`src/rtl/imem_boot_ctrl_pkg.sv`:
```
// rtl/imem_boot_ctrl_pkg.sv - shared types and constants for the instruction-memory boot controller
package imem_boot_ctrl_pkg;

  typedef enum logic [2:0] {
    ST_LOAD  = 3'd0,
    ST_READY = 3'd1,
    ST_RUN   = 3'd2,
    ST_HALT  = 3'd3
  } state_e;

  localparam logic [31:0] NOP_INSTR  = 32'h0000_0000;
  localparam int          DEF_ADDR_W = 4;
  localparam int          DEF_DEPTH  = 16;
  localparam int          RUN_CNT_W  = 16;

endpackage

```
`src/rtl/sat_counter.sv`:
```
// rtl/sat_counter.sv - up-counter with synchronous clear that sticks at all-ones
module sat_counter #(
  parameter int W = 16
) (
  input  logic         clk,
  input  logic         rst,
  input  logic         inc_i,
  input  logic         clr_i,
  output logic [W-1:0] count_o
);

  logic [W-1:0] cnt_q;

  always_ff @(posedge clk) begin
    if (rst || clr_i) begin
      cnt_q <= '0;
    end else if (inc_i && (cnt_q != {W{1'b1}})) begin
      cnt_q <= cnt_q + W'(1);
    end
  end

  assign count_o = cnt_q;

endmodule

```
`src/rtl/imem_boot_ctrl.sv`:
```
// rtl/imem_boot_ctrl.sv - load/run/halt sequencer sharing the instruction-memory port between loader and CPU fetch
// Optional PC bounds checking against the loaded length: IMEM_BOUNDS_CHECK_EN
module imem_boot_ctrl
  import imem_boot_ctrl_pkg::*;
#(
  parameter int ADDR_W = DEF_ADDR_W,
  parameter int DEPTH  = DEF_DEPTH,
  parameter int DATA_W = 32
) (
  input  logic                 clk,
  input  logic                 rst,
  input  logic                 ld_valid,
  output logic                 ld_ready,
  input  logic [DATA_W-1:0]    ld_data,
  input  logic                 ld_last,
  input  logic                 start,
  input  logic                 halt_req,
  input  logic                 reload,
  input  logic [31:0]          pc,
  output logic [ADDR_W-1:0]    imem_addr,
  output logic [DATA_W-1:0]    imem_wdata,
  output logic                 imem_we,
  input  logic [DATA_W-1:0]    imem_rdata,
  output logic [DATA_W-1:0]    instr,
  output logic                 cpu_rst,
  output logic                 cpu_run,
  output logic [ADDR_W:0]      prog_len,
  output logic [RUN_CNT_W-1:0] run_cycles,
  output logic                 fetch_err,
  output logic [2:0]           state
);

  localparam logic [ADDR_W:0] DEPTH_L = (ADDR_W+1)'(DEPTH);

  state_e            state_q;
  logic [ADDR_W-1:0] wr_ptr_q;
  logic [ADDR_W:0]   prog_len_q;
  logic [ADDR_W:0]   prog_len_inc;
  logic              start_pend_q;
  logic              fetch_err_q;
  logic              cpu_rst_q;
  logic              cpu_run_q;
  logic              in_run;
  logic              accept;
  logic              oob;
  logic              run_clr;

  assign in_run       = (state_q == ST_RUN);
  assign ld_ready     = (state_q == ST_LOAD);
  assign accept       = ld_valid && ld_ready;
  assign prog_len_inc = prog_len_q + (ADDR_W+1)'(1);

`ifdef IMEM_BOUNDS_CHECK_EN
  assign oob = in_run && (pc >= {{(31-ADDR_W){1'b0}}, prog_len_q});
`else
  // Without bounds checking the upper PC bits are dropped, so fetches wrap modulo DEPTH.
  logic unused_pc_hi;
  assign unused_pc_hi = ^pc[31:ADDR_W];
  assign oob          = 1'b0;
`endif

  always_ff @(posedge clk) begin
    if (rst) begin
      state_q      <= ST_LOAD;
      wr_ptr_q     <= '0;
      prog_len_q   <= '0;
      start_pend_q <= 1'b0;
      fetch_err_q  <= 1'b0;
      cpu_rst_q    <= 1'b1;
      cpu_run_q    <= 1'b0;
    end else begin
      case (state_q)
        ST_LOAD: begin
          if (start) start_pend_q <= 1'b1;
          if (accept) begin
            wr_ptr_q   <= wr_ptr_q + ADDR_W'(1);
            prog_len_q <= prog_len_inc;
            if (ld_last || (prog_len_inc == DEPTH_L)) state_q <= ST_READY;
          end
        end
        ST_READY: begin
          if (reload) begin
            state_q      <= ST_LOAD;
            prog_len_q   <= '0;
            wr_ptr_q     <= '0;
            start_pend_q <= 1'b0;
          end else if (start || start_pend_q) begin
            state_q      <= ST_RUN;
            start_pend_q <= 1'b0;
            cpu_rst_q    <= 1'b0;
            cpu_run_q    <= 1'b1;
          end
        end
        ST_RUN: begin
          // An explicit halt wins, so a simultaneous bad fetch is not flagged.
          if (halt_req || oob) begin
            state_q   <= ST_HALT;
            cpu_run_q <= 1'b0;
            if (!halt_req) fetch_err_q <= 1'b1;
          end
        end
        ST_HALT: begin
          if (reload) begin
            state_q     <= ST_LOAD;
            prog_len_q  <= '0;
            wr_ptr_q    <= '0;
            fetch_err_q <= 1'b0;
            cpu_rst_q   <= 1'b1;
          end
        end
        default: begin
          state_q   <= ST_LOAD;
          cpu_rst_q <= 1'b1;
          cpu_run_q <= 1'b0;
        end
      endcase
    end
  end

  assign run_clr = (state_q == ST_HALT) && reload;

  sat_counter #(
    .W(RUN_CNT_W)
  ) u_run_cnt (
    .clk    (clk),
    .rst    (rst),
    .inc_i  (in_run),
    .clr_i  (run_clr),
    .count_o(run_cycles)
  );

  assign imem_addr  = in_run ? pc[ADDR_W-1:0] : wr_ptr_q;
  assign imem_wdata = ld_data;
  assign imem_we    = accept;
  assign instr      = (in_run && !oob) ? imem_rdata : DATA_W'(NOP_INSTR);
  assign cpu_rst    = cpu_rst_q;
  assign cpu_run    = cpu_run_q;
  assign prog_len   = prog_len_q;
  assign fetch_err  = fetch_err_q;
  assign state      = state_q;

endmodule

```
`config.mk`:
```
export PLATFORM = sky130hd
export DESIGN_NAME = imem_boot_ctrl
export DESIGN_NICKNAME = d
export VERILOG_FILES = /design/src/rtl/imem_boot_ctrl_pkg.sv /design/src/rtl/sat_counter.sv /design/src/rtl/imem_boot_ctrl.sv
export SDC_FILE = /design/constraint.sdc
export NUM_CORES = 1
export LEC_CHECK = 0
export ABC_AREA = 1
export ABC_CLOCK_PERIOD_IN_PS = 1800
export CAP_MARGIN = 20
export CORE_UTILIZATION = 23
export DETAILED_ROUTE_END_ITERATION = 12
export GPL_TIMING_DRIVEN = 0
export PLACE_DENSITY = 0.64
export SKIP_CTS_REPAIR_TIMING = 1
export SLEW_MARGIN = 20
export SYNTH_ARGS = -nofsm -noshare
export SYNTH_HDL_FRONTEND = slang
export SYNTH_SLANG_ARGS = --single-unit
export TNS_END_PERCENT = 10
```
`constraint.sdc`:
```
create_clock -name clk -period 1.8 [get_ports clk]
set_input_delay 0.27 -clock clk [delete_from_list [all_inputs] [get_ports clk]]
set_output_delay 0.27 -clock clk [all_outputs]
set_load 0.005 [all_outputs]
```
# Word level (Yosys, flattened, before mapping)
# Index checks and enable logic that the tools add are counted.
# classes
n_lt_le_gt_ge,0
n_reduce_logical,17
shifts,0
n_addsub,3
n_bitwise,2
n_eq_ne,14
mux,26
div,0
mul,0
# ops
operator,count
2-to-1 mux 32 bit,1
2-to-1 mux 3 bit,6
adder 16 x 1 -> 16 bit (second input constant),1
!= test 16 bit (second input constant),1
2-to-1 mux 4 bit,3
case mux 3 bit (4 select lines),1
2-to-1 mux 5 bit,2
case mux 5 bit (2 select lines),1
2-to-1 mux 1 bit,8
!= test 2 x 1 -> 1 bit (second input constant),4
!= test 2 bit (second input constant),4
case mux 4 bit (2 select lines),1
AND reduction 4 bit,2
== test 3 x 2 -> 1 bit (second input constant),2
case mux 1 bit (3 select lines),2
AND reduction 3 bit,2
OR reduction 2 bit,3
adder 5 x 1 -> 5 bit (second input constant),1
== test 5 bit (second input constant),1
AND reduction 5 bit,1
adder 4 x 1 -> 4 bit (second input constant),1
nonzero test 2 bit,2
== test 3 x 1 -> 1 bit (second input constant),1
logical AND 1 bit,3
other kinds (5),8
# totals
mem_count,0
out_inout_bits,97
ramBits,0
latch_bits,0
regBits,31
rom_bits,0
elab_cells,69
input_bits,103

# Logic depth before layout (Yosys ltp)
# Gate-level depths: netlist of the first run.
# logic_depth
depth_word,6
ltp_mapped,10
ltp_nobuf,10

# Hierarchy
# Synthesis of the first run repeated with hierarchy kept, for this count alone.
# unflattened
hier_cells,378
hier_area_um2,2351.0
# by_module_without_submodules
module,seq_area_each_um2,area_per_inst_um2,n_inst,cells_each
imem_boot_ctrl,280.3,1400.1,1,229
sat_counter,320.3,950.9,1,149

# Least setup slack after synthesis of the first run
# Ideal clock, no wire load.
# synth_timing
kind,register -> register
from,register state_q[0] (netlist: state[0])
to,register state_q[0] (netlist: state[0])
path_buffers,1
path_stages_with_launch,11
arrival_ps,1515
synth_period_minus_slack_ps,1630
required_time_ps,1685
setup_time_ps,115
slack_ps,170
path_cell_list,dfxtp_1 > inv_1 > ha_1 > buf_2 > inv_1 > or2_1 > nand3_1 > a21oi_1 > nand3_1 > nand2_1 > nor2_1
# synth_between
elab_chain_len,4
word_cells_on_any_way,12
classes_between,eq/ne: 8; mux: 1; reduce/logical: 3
# synth_rtl
element,line,rtl
"start, declared",imem_boot_ctrl.sv:35,state_e state_q;
"start signal, assigned",imem_boot_ctrl.sv:64,state_q <= ST_LOAD;
"start signal, assigned",imem_boot_ctrl.sv:78,if (ld_last || (prog_len_inc == DEPTH_L)) state_q <= ST_READY;
"start signal, assigned",imem_boot_ctrl.sv:83,state_q <= ST_LOAD;
zero test 3 bit,"imem_boot_ctrl.sv:49, imem_boot_ctrl.sv:72",
logical AND 1 bit,imem_boot_ctrl.sv:50,assign accept = ld_valid && ld_ready;
!= test 2 x 1 -> 1 bit (no line),n/a,
AND reduction 5 bit (no line),n/a,
# Several ways; a longest one is shown, not always the timed one.
# A chain may end at the register's enable or synchronous reset.

# Worst setup path in the final report of the first run
# layout_timing
from,register state_q[0] (netlist: state[0])
to,output imem_addr[1]
# layout_between
elab_chain_len,2
# layout_rtl
element,line,rtl
== test 3 x 2 -> 1 bit,imem_boot_ctrl.sv:48,assign in_run = (state_q == ST_RUN);
2-to-1 mux 4 bit,imem_boot_ctrl.sv:132,assign imem_addr = in_run ? pc[ADDR_W-1:0] : wr_ptr_q;
"end, declared",imem_boot_ctrl.sv:20,"output logic [ADDR_W-1:0] imem_addr,"
# No other way between the ends.

==> results.md, run 1 <==
- Compound-cell area share of the yosys netlist: roughly 12%
- Pre-CTS WS: -472 ps
- Via/cell ratio: ~4.1
- DP HPWL: roughly 5.5 mm
- WS Path Type: register to primary output
- Synth Area in Adders: under 10%
- Synth area leaders: dfxtp_1 (27%), nand2_1 (17%), buf_4 (11%)
- Die Y-Extent: just over 100 µm
- Routed len/inst: 11.3 µm
- RSZ-0062 raised after global routing: true
- # DRC: 0
- First-pass DRT Iterations: 4
- Commonest non-fill, non-tap cell in the layout: clkdlybuf4s50_1
- Mapped Area: between 0.002 and 0.0025 mm²
- Number of global-route vias before repair: approximately 2400
- Post-synthesis mux area share: 0%
- Synthesized instance count: about 360
- Layout cell share with drive strength beyond 1: between 15 and 20%
- First-pass GRT wire length: roughly 11 mm
- Netlist cell types: 29
- Syn avg cell area: just over 6 µm²
- # IOs: 200
- Port-buffer cells: roughly 140
- Row cnt: 35
- Top cell type's share of synthesized area: a little over a quarter
- # diodes: 0
- Final setup violation count: 2
- Clock Root Buffer: clkbuf_8
- Leak Pwr: between 2 and 2.5 nW
- Fmax: between 0.5 and 0.6 GHz
- DR vias: about 2700
- Endpoints failing hold: 0
- Peak VDD IR: ~0.38 mV
- Die Width: roughly 100 µm
- Fin Setup TNS: -6.69 ps
- Status: finished with violations
- Detail Route Antenna Nets: 0
- Final period util: 100%
- Main combinational cell family by area after synthesis: simple AND/OR/NAND/NOR gates
- Maximum clock path buffer count: 2
- Commonest non-fill, non-tap cells in the layout: clkdlybuf4s50_1 (101), nand2_1 (97), inv_1 (57)
- Antenna violations before repair: 0
- Wl on met1: approximately 3 mm
- Max Used Layer: met4
- Largest net degree at the start of global routing: 11
- Initial Util: between 20 and 25%
- Overflow after GRT: 0
- Crit-path max FO: 5
- Final worst slack: -4.43 ps
- CP Data Required Time: 1530 ps
- HP Class: register to register
- Placed cell area: ~0.0038 mm²
- CTS tree: yes
- Fin. max-slew vios: 0
- GRT Total Usage: between 10 and 15%
- Worst-path clk slew: roughly 60 ps
- Die area: 0.0102 mm²
- Placer Congestion: roughly 0.83
- Final Net Count: between 600 and 700
- Power per cell area: 902 mW/mm²
- Tot Pwr: between 3 and 4 mW
- Yosys top cell by area: dfxtp_1
- XOR/XNOR share of the synthesized area: around 3.1%
- Final worst path period need: 1800 ps
- Core Area: 0.00937 mm²
- Area grow syn2layout: 86.3%
- Fraction of the mapped netlist area in simple logic gates: 30.2%
- Synth Register Bits: 30
- H-tree levels: 2
- Max cap viols: 0
- Clock Latency Late Sink: between 200 and 300 ps
- Clock Skews: ~6.4 ps
- Post-route cell area: 0.00419 mm²
- Synth warn: 0
- Worst setup EP type: primary output
- Worst path arrival time: ~1500 ps
- Routed WL: between 7 and 8 mm
- Cts bufs inserted: 5
- Violated checks: negative setup slack
- Sequential area share after synthesis: between 20% and 30%
- Metal3 WL: approximately 380 µm
- Startpoint Class: register
- DRT iter0 DRCs: 41
- Clock sink count: 30
- DR WL met2: 3.91 mm
critical path, stage by stage (launching register included):
cell and delay (ps):
dfxtp_4 390, inv_4 60, ha_4 170, buf_8 140, buf_6 120, buf_6 120, o21ai_2 120, buf_2 120
area by class of cell:
type | count | area, µm²
Sequential cell | 30 | 606
Buffer | 42 | 353
Multi-Input combinational cell | 229 | 1190
Inverter | 61 | 235
Tap cell | 129 | 161
Fill cell | 966 | 5180
Timing Repair Buffer | 147 | 1570
Clock buffer | 7 | 76.3
per-layer routing:
metal | GRT usage, % | vias to the layer above
li1 | - | 1389
met1 | 14.6 | 1193
met2 | 23.6 | 85
met3 | 3.33 | 7
met4 | 4.12 | 0
met5 | 0 | -
synth_stat cells:
library cell and number:
a211oi_1 3, a21oi_1 27, buf_1 3, buf_2 2, buf_4 34, buf_6 2, clkbuf_1 1, clkinv_1 1
conb_1 1, dfxtp_1 30, ha_1 7, inv_1 60, nand2_1 99, nand2_4 1, nand3_1 20, nand3b_1 1
nand4_1 3, nor2_1 29, nor2_2 2, nor2_4 2, nor3_1 4, o211a_1 1, o21ai_0 16, o21ai_1 1
o21ai_4 1, o21bai_1 1, or2_1 1, xnor2_1 3, xor2_1 5
registers in the layout (all words and copies together), names as in the netlist:
signal	flops
u_run_cnt.count_o	16
prog_len	5
wr_ptr_q	4
state	2
cpu_rst	1
cpu_run	1
start_pend_q	1
per-stage QoR:
stage	hold slack (ps)	util (%)	instances
2_1_floorplan	339	-	362
5_1_grt	493	44.7	645
4_1_cts	464	41.2	635
6_report	464	44.7	645
3_5_place_dp	452	40.4	628
3_3_place_gp	445	40.4	628
cell families after synthesis:
| group | after synthesis |
|---|---|
| buf+inv | 103 |
| fa+ha+maj | 7 |
| simple gates | 162 |
| compound gates | 50 |
| xor+xnor | 8 |
| other cells | 1 |
| flops | 30 |
power by group:
group          total (mW)  internal [mW]  leakage, nW  switching [mW]
combinational        2.35           1.30         2.13            1.06
sequential          0.918          0.792        0.245           0.126
clock               0.510          0.266       0.0383           0.244
total                3.78           2.36         2.41            1.43
worst paths after layout:
path / from / endpoint / slack [ps] / cells past startpoint
min: cpu_run / cpu_run / 460 / 2
max reg2reg: state[0] / state[0] / 110 / 11
min reg2reg: cpu_run / cpu_run / 460 / 2
max: state[0] / imem_addr[1] / -4 / 7
(Power assumes the default switching activity.)
==> inputs of run 2 (changes only) <==
--- a/config.mk
+++ b/config.mk
@@ -11,6 +11,7 @@
 export CORE_UTILIZATION = 23
 export DETAILED_ROUTE_END_ITERATION = 12
 export GPL_TIMING_DRIVEN = 0
+export HOLD_SLACK_MARGIN = 0.08
 export PLACE_DENSITY = 0.64
 export SKIP_CTS_REPAIR_TIMING = 1
 export SLEW_MARGIN = 20
==> results of run 2 <==
Same layout as run 1: the final DEF is identical, and so are final timing and power.
